**src/rtl/target_round_ctrl_pkg.sv**
```systemverilog
// Shared types and constants for the click-accuracy game round controller.
package target_pkg;

  typedef enum logic [2:0] {
    IDLE    = 3'd0,
    SPAWN   = 3'd1,
    ACTIVE  = 3'd2,
    RESOLVE = 3'd3,
    CHECK   = 3'd4,
    OVER    = 3'd5
  } state_t;

  localparam logic [15:0] LFSR_SEED = 16'hACE1;
  // Feedback taps 16,14,13,11 expressed as bit positions 15,13,12,10
  localparam logic [15:0] LFSR_TAPS = 16'hB400;

endpackage

```
**src/rtl/target_round_ctrl_if.sv**
```systemverilog
// Player-input and display-side signals of the round controller.
interface target_round_ctrl_if;

  logic        start;
  logic        mouse_click;
  logic        accurate_clck;
  logic [10:0] square_x0;
  logic [10:0] square_y0;
  logic        target_visible;
  logic [7:0]  score;
  logic [7:0]  misses;
  logic        hit_pulse;
  logic        miss_pulse;
  logic        game_over;

  modport master (
    output start, mouse_click, accurate_clck,
    input  square_x0, square_y0, target_visible, score, misses,
           hit_pulse, miss_pulse, game_over
  );

  modport slave (
    input  start, mouse_click, accurate_clck,
    output square_x0, square_y0, target_visible, score, misses,
           hit_pulse, miss_pulse, game_over
  );

endinterface

```
**src/rtl/target_round_ctrl_lfsr16.sv**
```systemverilog
// Free-running 16-bit Fibonacci LFSR used as the target position source.
module lfsr16
  import target_pkg::*;
(
  input  logic        clk,
  input  logic        reset,
  output logic [15:0] lfsr
);

  logic [15:0] r_lfsr;

  always_ff @(posedge clk) begin
    if (reset) r_lfsr <= LFSR_SEED;
    else       r_lfsr <= {r_lfsr[14:0], ^(r_lfsr & LFSR_TAPS)};
  end

  assign lfsr = r_lfsr;

endmodule

```
**src/rtl/target_round_ctrl.sv**
```systemverilog
// Game-round FSM: spawns targets, scores hits/misses from accurate_click and ends the game.
module target_round_ctrl
  import target_pkg::*;
#(
  parameter int SIZE           = 10,
  parameter int SCREEN_W       = 640,
  parameter int SCREEN_H       = 480,
  parameter int TIMEOUT_CYCLES = 50000000,
  parameter int MAX_ROUNDS     = 20,
  parameter int MAX_MISSES     = 5
)(
  input  logic          clk,
  input  logic          reset,
  target_round_ctrl_if.slave bus
);

  localparam int TW = (TIMEOUT_CYCLES > 1) ? $clog2(TIMEOUT_CYCLES) : 1;
  localparam logic [10:0]   X_MAX  = 11'(SCREEN_W - 1 - SIZE);
  localparam logic [10:0]   Y_MAX  = 11'(SCREEN_H - 1 - SIZE);
  localparam logic [TW-1:0] T_LAST = TW'(TIMEOUT_CYCLES - 1);
  localparam logic [7:0]    MAX_M  = 8'(MAX_MISSES);
  localparam logic [7:0]    MAX_R  = 8'(MAX_ROUNDS);

  function automatic logic [7:0] sat_inc8(input logic [7:0] v);
    return (v == 8'hFF) ? v : v + 8'd1;
  endfunction

  logic [15:0]   w_lfsr;
  logic [10:0]   w_cand_x, w_cand_y;
  logic          w_cand_ok;

  state_t        r_state, w_state_nxt;
  logic [10:0]   r_x, r_y, w_x_nxt, w_y_nxt;
  logic [7:0]    r_score, r_misses, r_round;
  logic [7:0]    w_score_nxt, w_misses_nxt, w_round_nxt;
  logic [TW-1:0] r_tcnt, w_tcnt_nxt;
  logic          r_hit, r_miss, w_hit_nxt, w_miss_nxt;

  lfsr16 u_lfsr (
    .clk   (clk),
    .reset (reset),
    .lfsr  (w_lfsr)
  );

  assign w_cand_x  = {1'b0, w_lfsr[9:0]};
  assign w_cand_y  = {2'b0, w_lfsr[15:7]};
  assign w_cand_ok = (w_cand_x <= X_MAX) && (w_cand_y <= Y_MAX);

  always_ff @(posedge clk) begin
    if (reset) begin
      r_state  <= IDLE;
      r_x      <= '0;
      r_y      <= '0;
      r_score  <= '0;
      r_misses <= '0;
      r_round  <= '0;
      r_tcnt   <= '0;
      r_hit    <= 1'b0;
      r_miss   <= 1'b0;
    end else begin
      r_state  <= w_state_nxt;
      r_x      <= w_x_nxt;
      r_y      <= w_y_nxt;
      r_score  <= w_score_nxt;
      r_misses <= w_misses_nxt;
      r_round  <= w_round_nxt;
      r_tcnt   <= w_tcnt_nxt;
      r_hit    <= w_hit_nxt;
      r_miss   <= w_miss_nxt;
    end
  end

  always_comb begin
    w_state_nxt  = r_state;
    w_x_nxt      = r_x;
    w_y_nxt      = r_y;
    w_score_nxt  = r_score;
    w_misses_nxt = r_misses;
    w_round_nxt  = r_round;
    w_tcnt_nxt   = r_tcnt;
    w_hit_nxt    = 1'b0;
    w_miss_nxt   = 1'b0;
    case (r_state)
      IDLE, OVER: begin
        if (bus.start) begin
          w_score_nxt  = '0;
          w_misses_nxt = '0;
          w_round_nxt  = '0;
          w_state_nxt  = SPAWN;
        end
      end
      SPAWN: begin
        // Out-of-range candidates are rejected so the whole square stays on screen
        if (w_cand_ok) begin
          w_x_nxt     = w_cand_x;
          w_y_nxt     = w_cand_y;
          w_tcnt_nxt  = '0;
          w_state_nxt = ACTIVE;
        end
      end
      ACTIVE: begin
        if (r_tcnt != T_LAST) w_tcnt_nxt = r_tcnt + 1'b1;
        if (bus.mouse_click) begin
          w_state_nxt = RESOLVE;
        end else if (r_tcnt == T_LAST) begin
          w_miss_nxt   = 1'b1;
          w_misses_nxt = sat_inc8(r_misses);
          w_round_nxt  = sat_inc8(r_round);
          w_state_nxt  = CHECK;
        end
      end
      RESOLVE: begin
        if (bus.accurate_clck) begin
          w_hit_nxt   = 1'b1;
          w_score_nxt = sat_inc8(r_score);
        end else begin
          w_miss_nxt   = 1'b1;
          w_misses_nxt = sat_inc8(r_misses);
        end
        w_round_nxt = sat_inc8(r_round);
        w_state_nxt = CHECK;
      end
      CHECK: begin
        if ((r_misses == MAX_M) || (r_round == MAX_R)) w_state_nxt = OVER;
        else                                           w_state_nxt = SPAWN;
      end
      default: w_state_nxt = IDLE;
    endcase
  end

  assign bus.square_x0      = r_x;
  assign bus.square_y0      = r_y;
  assign bus.target_visible = (r_state == ACTIVE) || (r_state == RESOLVE);
  assign bus.score          = r_score;
  assign bus.misses         = r_misses;
  assign bus.hit_pulse      = r_hit;
  assign bus.miss_pulse     = r_miss;
  assign bus.game_over      = (r_state == OVER);

endmodule

```
**src/flat_wrapper.sv**
```systemverilog
// flat-port wrapper written by rule: the top's interface ports become plain ports
module target_round_ctrl_flat import target_pkg::*;
#(
  parameter int SIZE           = 10,
  parameter int SCREEN_W       = 640,
  parameter int SCREEN_H       = 480,
  parameter int TIMEOUT_CYCLES = 50000000,
  parameter int MAX_ROUNDS     = 20,
  parameter int MAX_MISSES     = 5
)
  (clk, reset, bus_start, bus_mouse_click, bus_accurate_clck, bus_square_x0, bus_square_y0, bus_target_visible, bus_score, bus_misses, bus_hit_pulse, bus_miss_pulse, bus_game_over);
  target_round_ctrl_if bus_i ();
  input  logic clk;
  input  logic reset;
  input wire logic [$bits(bus_i.start)-1:0] bus_start;
  input wire logic [$bits(bus_i.mouse_click)-1:0] bus_mouse_click;
  input wire logic [$bits(bus_i.accurate_clck)-1:0] bus_accurate_clck;
  output wire logic [$bits(bus_i.square_x0)-1:0] bus_square_x0;
  output wire logic [$bits(bus_i.square_y0)-1:0] bus_square_y0;
  output wire logic [$bits(bus_i.target_visible)-1:0] bus_target_visible;
  output wire logic [$bits(bus_i.score)-1:0] bus_score;
  output wire logic [$bits(bus_i.misses)-1:0] bus_misses;
  output wire logic [$bits(bus_i.hit_pulse)-1:0] bus_hit_pulse;
  output wire logic [$bits(bus_i.miss_pulse)-1:0] bus_miss_pulse;
  output wire logic [$bits(bus_i.game_over)-1:0] bus_game_over;
  assign bus_i.start = bus_start;
  assign bus_i.mouse_click = bus_mouse_click;
  assign bus_i.accurate_clck = bus_accurate_clck;
  assign bus_square_x0 = bus_i.square_x0;
  assign bus_square_y0 = bus_i.square_y0;
  assign bus_target_visible = bus_i.target_visible;
  assign bus_score = bus_i.score;
  assign bus_misses = bus_i.misses;
  assign bus_hit_pulse = bus_i.hit_pulse;
  assign bus_miss_pulse = bus_i.miss_pulse;
  assign bus_game_over = bus_i.game_over;
  target_round_ctrl #(.SIZE(SIZE), .SCREEN_W(SCREEN_W), .SCREEN_H(SCREEN_H), .TIMEOUT_CYCLES(TIMEOUT_CYCLES), .MAX_ROUNDS(MAX_ROUNDS), .MAX_MISSES(MAX_MISSES)) u_core (.clk(clk), .reset(reset), .bus(bus_i));
endmodule
```
**config.mk**
```make
export PLATFORM = sky130hd
export DESIGN_NAME = target_round_ctrl_flat
export DESIGN_NICKNAME = d
export VERILOG_FILES = /design/src/rtl/target_round_ctrl_pkg.sv /design/src/rtl/target_round_ctrl_if.sv /design/src/rtl/target_round_ctrl_lfsr16.sv /design/src/rtl/target_round_ctrl.sv /design/src/flat_wrapper.sv
export SDC_FILE = /design/constraint.sdc
export NUM_CORES = 1
export LEC_CHECK = 0
export BUFFER_PORTS_ARGS = -buffer_cell sky130_fd_sc_hd__buf_2
export CAP_MARGIN = 20
export CORE_UTILIZATION = 50
export CTS_BUF_LIST = sky130_fd_sc_hd__clkbuf_16
export DETAILED_ROUTE_END_ITERATION = 12
export MAX_ROUTING_LAYER = met4
export PLACE_DENSITY = 0.7
export RECOVER_POWER = 100
export REMOVE_ABC_BUFFERS = 1
export SLEW_MARGIN = 10
export SYNTH_ARGS = -nofsm -noshare
export SYNTH_HDL_FRONTEND = slang
export SYNTH_HIERARCHICAL = 1
export SYNTH_SLANG_ARGS = --single-unit
```
**constraint.sdc**
```tcl
create_clock -name clk -period 6 [get_ports clk]
set_clock_uncertainty 0.15 [all_clocks]
set_input_delay 0.3 -clock clk [delete_from_list [all_inputs] [get_ports clk]]
set_output_delay 0.3 -clock clk [all_outputs]
set_load 0.01 [all_outputs]
```
* Word-level counts from Yosys, hierarchy flattened
Index checks and enable logic that the tools add are counted.
Word-level totals: input port bits 5, logic and storage cells 81, register bits 90, output and inout bits 42
Cells by class: equal/unequal tests 21, add/subtract/negate cells 4, mux-type cells 27, reduce and logical (&&, ||, !) cells 16, bitwise logic cells 1, magnitude comparators 2
Operator list (count):
- two-way mux 8 bit | 10
- two-way mux 26 bit | 2
- one-hot mux 26 bit (2 select lines) | 1
- one-hot mux 8 bit (3 select lines) | 2
- adder 26 x 1 -> 26 bit (second input constant) | 1
- equality test 26 bit (second input constant) | 1
- inequality test 26 bit (second input constant) | 1
- adder 8 x 1 -> 8 bit (second input constant) | 3
- equality test 8 bit (second input constant) | 3
- one-hot mux 8 bit (2 select lines) | 1
- parity 16 bit | 1
- two-way mux 3 bit | 5
- one-hot mux 3 bit (5 select lines) | 1
- <= comparator 10 bit (second input constant) | 1
- inequality test 2 bit (second input constant) | 5
- <= comparator 9 bit (second input constant) | 1
- equality test 8 x 3 -> 1 bit (second input constant) | 1
- equality test 8 x 5 -> 1 bit (second input constant) | 1
- AND reduction 4 bit | 2
- equality test 3 x 2 -> 1 bit (second input constant) | 2
- equality test 3 bit (second input constant) | 2
- inequality test 2 x 1 -> 1 bit (second input constant) | 3
- AND reduction 3 bit | 2
- AND reduction 5 bit | 1
- other kinds (12) | 18

* Depth between registers and ports, before layout
depth after elaboration 5, gate-level depth with buffers 8, gate-level depth less buffers 7

* Cells and area by module
The synthesis kept the hierarchy.
Modules (own cells, without submodules):
- target_round_ctrl | instances 1, cells each 490, area an instance 3865.0 µm², sequential area each 1421.4 µm²
- lfsr16 | instances 1, cells each 36, area an instance 454.2 µm², sequential area each 320.3 µm²

* Worst setup path after synthesis
Ideal clock, no wire load.
path type register to register, start register u_core.r_tcnt[0], end register u_core.r_round[5], path buffers 0, required time 5.776 ns, cell stages (with the launch flop) 7, data arrival time 1.906 ns, setup slack 3.870 ns, period minus slack after synthesis 2.130 ns, setup time 0.074 ns, cells stage by stage dfxtp_1 ha_1 nand3_1 nor3_4 a21oi_1 or4_1 a31oi_1
On the way: longest elaborated chain between the ends 3
Ends and longest elaborated chain:
- start, declared | line target_round_ctrl.sv:36 | logic [TW-1:0] r_tcnt, w_tcnt_nxt;
- start signal, assigned | line target_round_ctrl.sv:67 | r_tcnt <= w_tcnt_nxt;
- equality test 26 bit | line target_round_ctrl.sv:105 | end else if (r_tcnt == T_LAST) begin
- inequality test 2 x 1 -> 1 bit (no line)
- AND reduction 4 bit (no line)
- end signal, assigned | line target_round_ctrl.sv:66 | r_round <= w_round_nxt;
- end, declared | line target_round_ctrl.sv:34 | logic [7:0] r_score, r_misses, r_round;
No other way between the ends. A chain may end at the register's enable or synchronous reset.

==> results by stage <==
Pwr:
- In this run the power spent charging and discharging nets is 0.409 mW.
- Internal power comes to 0.954 mW.
- Dividing total power by cell area gives a power density of 286 nW/um^2.
- The portion of total power attributed to sequential cells is 0.457.
- Of the total power, the clock network draws 0.402.
- Summed over all cells, the static leakage comes to 1.60 nW.
- The combinational fraction of design power is 0.141.
- The worst voltage drop across the vdd grid is 0.143 mV.
- Of the total power, the share spent switching nets is 0.300.

Synthesis:
- The number of enable flip-flop cells after synthesis is 0.
- The cell area after technology mapping is 4320 um^2.
- The average instance area after synthesis is 8.21 um^2.
- The netlist uses 61 different library cells.
- The count of mapped cells out of synthesis is 526.
- The fraction of registers with async set or reset after synthesis is 0.
- The post-synthesis register bit count is 87.
- Of the synthesized area, sequential elements account for 0.403.
- The cell type contributing the most total cell area after synthesis is sky130_fd_sc_hd__dfxtp_1.
- The count of synthesis-stage warnings from yosys is 6.
- By area the synthesized netlist is led by sky130_fd_sc_hd__dfxtp_1 (40%), sky130_fd_sc_hd__nand2_1 (6.6%), sky130_fd_sc_hd__a21oi_1 (4.8%).
- The top cell type's share of synthesized area is 0.403.
- The most used flip-flop cell after synthesis is sky130_fd_sc_hd__dfxtp_1.

CTS:
- After clock tree synthesis, the clock-pin slew on the worst setup and hold paths is 0.07 ns.
- The clock sink total is 87.
- The number of setup buffers added after CTS is 0.
- The number of buffers between clock root and the deepest sink is 2.
- The clock latency reported for the late side of the worst-skew pair is 0.34 ns.
- TritonCTS built the clock tree.
- The number of clock buffers inserted by TritonCTS is 9.
- The quantity of gates resized following cts is 0.
- The number of buffers inserted for hold repair after clock tree synthesis is 0.
- Clock tree synthesis selected as its root buffer the cell sky130_fd_sc_hd__clkbuf_16.
- In this run the number of H-tree levels came out at 3.

Finish:
- In the layout the commonest cells are sky130_fd_sc_hd__dfxtp_1 (87), sky130_fd_sc_hd__nand2_1 (77), sky130_fd_sc_hd__clkbuf_1 (41), sky130_fd_sc_hd__a21oi_1 (41), sky130_fd_sc_hd__nor2_1 (33).
- The area growth from synthesis to layout is 10.4%.
- Summing all multi-input logic gate instances after layout gives 2360 um^2.
- The number of nets in the final layout is 561.
- The fraction of layout instances using a drive strength above 1 is 0.0505.
- The utilization after layout is 0.575.
- The antenna diode count is 0.
- Fill cells in the final layout number 783.
- The leading cell type in the layout, fill and taps excluded is sky130_fd_sc_hd__dfxtp_1.
- The register cell area after layout is 1740 um^2.

Global route:
- The met1 usage is 0.304.
- The number of global-route vias before repair came to 3,515.
- The global-route total usage across every layer is 0.238.
- The global-route track usage on met2 is 0.385.
- Entering global routing, the biggest net connects 63 pins.
- The remaining global-route overflow is 0.
- The initial antenna violation count is 0.
- The first global-routing pass estimated 16,500 um of wire.
- For met3 alone, demand over resource in global routing was 0.0290.
- met2 is the most crowded layer.

Die:
- The chip width is 94.9 um.
- Measured along the y axis, the die boundary spans 94.9 um.
- The core area is 8300 um^2.
- The number of placed I/O pins is 47.
- The die area is 9010 um^2.
- For this configuration, the core starts out at a cell density of 0.520.
- After floorplanning, the core was divided into 33 placement rows.

Status:
- The final reports fail on max-capacitance violations, max-slew violations.
- The flow ran to the end, but the final reports show violations.

Route:
- The number of vias per cell after detailed routing is 6.01.
- The number of DRC violations after detailed-routing iteration 0 is 226.
- For this block, the via count after detailed routing is 3,964.
- The first detailed-routing pass took 5 iterations.
- In the routed design, unresolved DRC markers number 0.
- The wire length after detailed routing is 9980 um.
- In this run the remaining antenna-violating nets after routing total 0.
- The mean routed wirelength per cell is 15.1 um.

Setup path:
- The startpoint-to-endpoint class of the critical path is input pin to flip-flop.
- Along the worst path, the maximum fanout reaches 62.
- For the worst flop-to-flop path, the logic depth is 4.
- The critical path goes through clkbuf_1 -> clkbuf_1 -> a31oi_1 -> o31a_1 -> mux2_2.
- The cell at the slowest stage of the critical path is sky130_fd_sc_hd__clkbuf_1.
- On the worst path, the slowest cell contributes a delay of 1.94 ns.
- Setup slack on the worst reg-to-reg path comes out at 2.41 ns.
- The kind of launch point of the worst setup path is an input pin.
- The worst flop-to-flop path endpoint is u_core/r_tcnt[19].
- The most used cell along the critical path is sky130_fd_sc_hd__clkbuf_1.
- The endpoint kind of the worst setup timing path is a flip-flop.
- At the worst endpoint, the required time is 6.08 ns.
- STA puts the critical path data arrival time at 3.74 ns.
- The startpoint of the worst register-to-register path is u_core/r_state[0].

Worst hold path:
- The path class of the tightest hold or removal check is input pin to flip-flop.
- The number of cells on the worst hold path is 3.
- The startpoint identified for the worst hold timing path is bus_accurate_clck.
- The sink of the worst hold path is u_core/bus.hit_pulse.

STA:
- The achievable clock frequency is 273 MHz.
- The hold violation total from the final report is 0.
- The count of pins over their slew limit is 81.
- Setup repair after global routing left no endpoint under its margin.
- The final-report setup violation count is 0.
- For the finished layout, the period the worst path requires is 3.66 ns.
- For the final routed database, the setup TNS stands at 0 ns.
- The worst pin sits at a relative slew slack of -0.772.
- The portion of the clock cycle consumed by the worst path in the final layout is 0.610.
- The slew at the pin closest to its max-slew limit is 2.66 ns.

Job:
- The number of max-capacitance violations reported is 2.

Placed design:
- The number of port buffers is 43.
- The routability congestion estimate from global placement is 0.859.
- The half-perimeter wire length of the detailed placement result is 6750 um.
## worst max path at each step
stage	start	to	slack, ns	cells past startpoint
2_1_floorplan	u_core/r_state[0]	u_core/r_tcnt[11]	3.77	5
3_3_place_gp	u_core/r_state[0]	u_core/r_tcnt[19]	3.09	5
3_5_place_dp	u_core/r_tcnt[0]	u_core/r_tcnt[23]	3.27	6
4_1_cts	u_core/r_tcnt[0]	u_core/r_tcnt[12]	3.26	6
5_1_grt	reset	u_core/r_round[0]	2.01	5
6_report	reset	u_core/r_round[0]	2.34	5
## worst max-delay path, delay by kind of cell
kind | cells | cell delay [ns]
mux | 1 | 0.26
compound gates | 2 | 0.78
buf+inv | 2 | 2.37
## layout make-up
type                       count  share of cell area
multi-input combinational    395               0.495
sequential                    87               0.365
clock buffer                   9              0.0472
timing repair buffer          45              0.0412
tap                          105              0.0276
clock inverter                 7              0.0147
inverter                      12             0.00945
## sequential cells by signal (all words and copies together), names as in the netlist
signal and cells:
u_core/bus.hit_pulse 1, u_core/bus.misses 8, u_core/bus.miss_pulse 1, u_core/bus.square_x0 7
u_core/r_round 8, u_core/bus.score 8, u_core/u_lfsr/lfsr 16, u_core/r_tcnt 26
u_core/r_state 3, u_core/bus.square_y0 9
## cells by family after synthesis
kind of cell / Yosys count / share of synthesized area
AO/OA/AOI/OAI: 130 / 0.203
adder cells (fa/ha/maj): 6 / 0.0174
AND/OR/NAND/NOR: 242 / 0.294
multiplexers: 6 / 0.0142
buffers and inverters: 46 / 0.0507
other: 1 / 0.000868
XOR/XNOR: 8 / 0.0162
flip-flops: 87 / 0.403
## cells in the mapped netlist (all sizes together) (2+ instances only)
| library cell | n |
|---|---|
| nor4 | 6 |
| a21oi | 41 |
| nor4b | 3 |
| and3 | 15 |
| nand2 | 77 |
| o21ai | 18 |
| xnor2 | 6 |
| a21o | 3 |
| nor2 | 33 |
| and4 | 7 |
| or2 | 8 |
| xor2 | 2 |
| or3 | 8 |
| o2111ai | 5 |
| nor2b | 10 |
| buf | 16 |
| mux2i | 5 |
| o211ai | 2 |
| ha | 6 |
| a21boi | 2 |
| and2 | 2 |
| a2111oi | 2 |
| a311oi | 10 |
| or4 | 5 |
| a31oi | 17 |
| nand4 | 12 |
| a22oi | 3 |
| nand3 | 31 |
| a211oi | 4 |
| dfxtp | 87 |
| nor3 | 6 |
| nand2b | 13 |
| clkbuf | 18 |
| o31a | 2 |
| o22a | 2 |
| inv | 12 |
| nand4b | 4 |
| o32ai | 2 |
| o311ai | 7 |
| o31ai | 3 |
## power by group through the flow
stage | Clock, mW | Combinational, mW | Sequential, mW
floorplan | 0 | 0.121 | 0.637
global placement | 0 | 0.185 | 0.634
detailed placement | 0 | 0.195 | 0.635
CTS | 0.561 | 0.196 | 0.622
global route | 0.585 | 0.214 | 0.627
finish | 0.548 | 0.192 | 0.623
## through the flow
step                worst slack [ns]  power (mW)  area, um^2  cells  hold slack (ns)
finish                          2.34        1.36        4770    660            0.112
global route                    2.01        1.43        4770    660            0.120
CTS                             3.26        1.38        4830    660           0.0988
detailed placement              3.27       0.830        4530    644            0.297
global placement                3.09       0.819        4510    643            0.293
floorplan                       3.77       0.757        4150    494            0.219
## layer usage
layer	vias to the layer above	wire length, um
li1	1978	-
met4	0	135
met1	1852	4650
met2	122	4740
met3	12	452
met5	-	0
(Power assumes the default switching activity.)
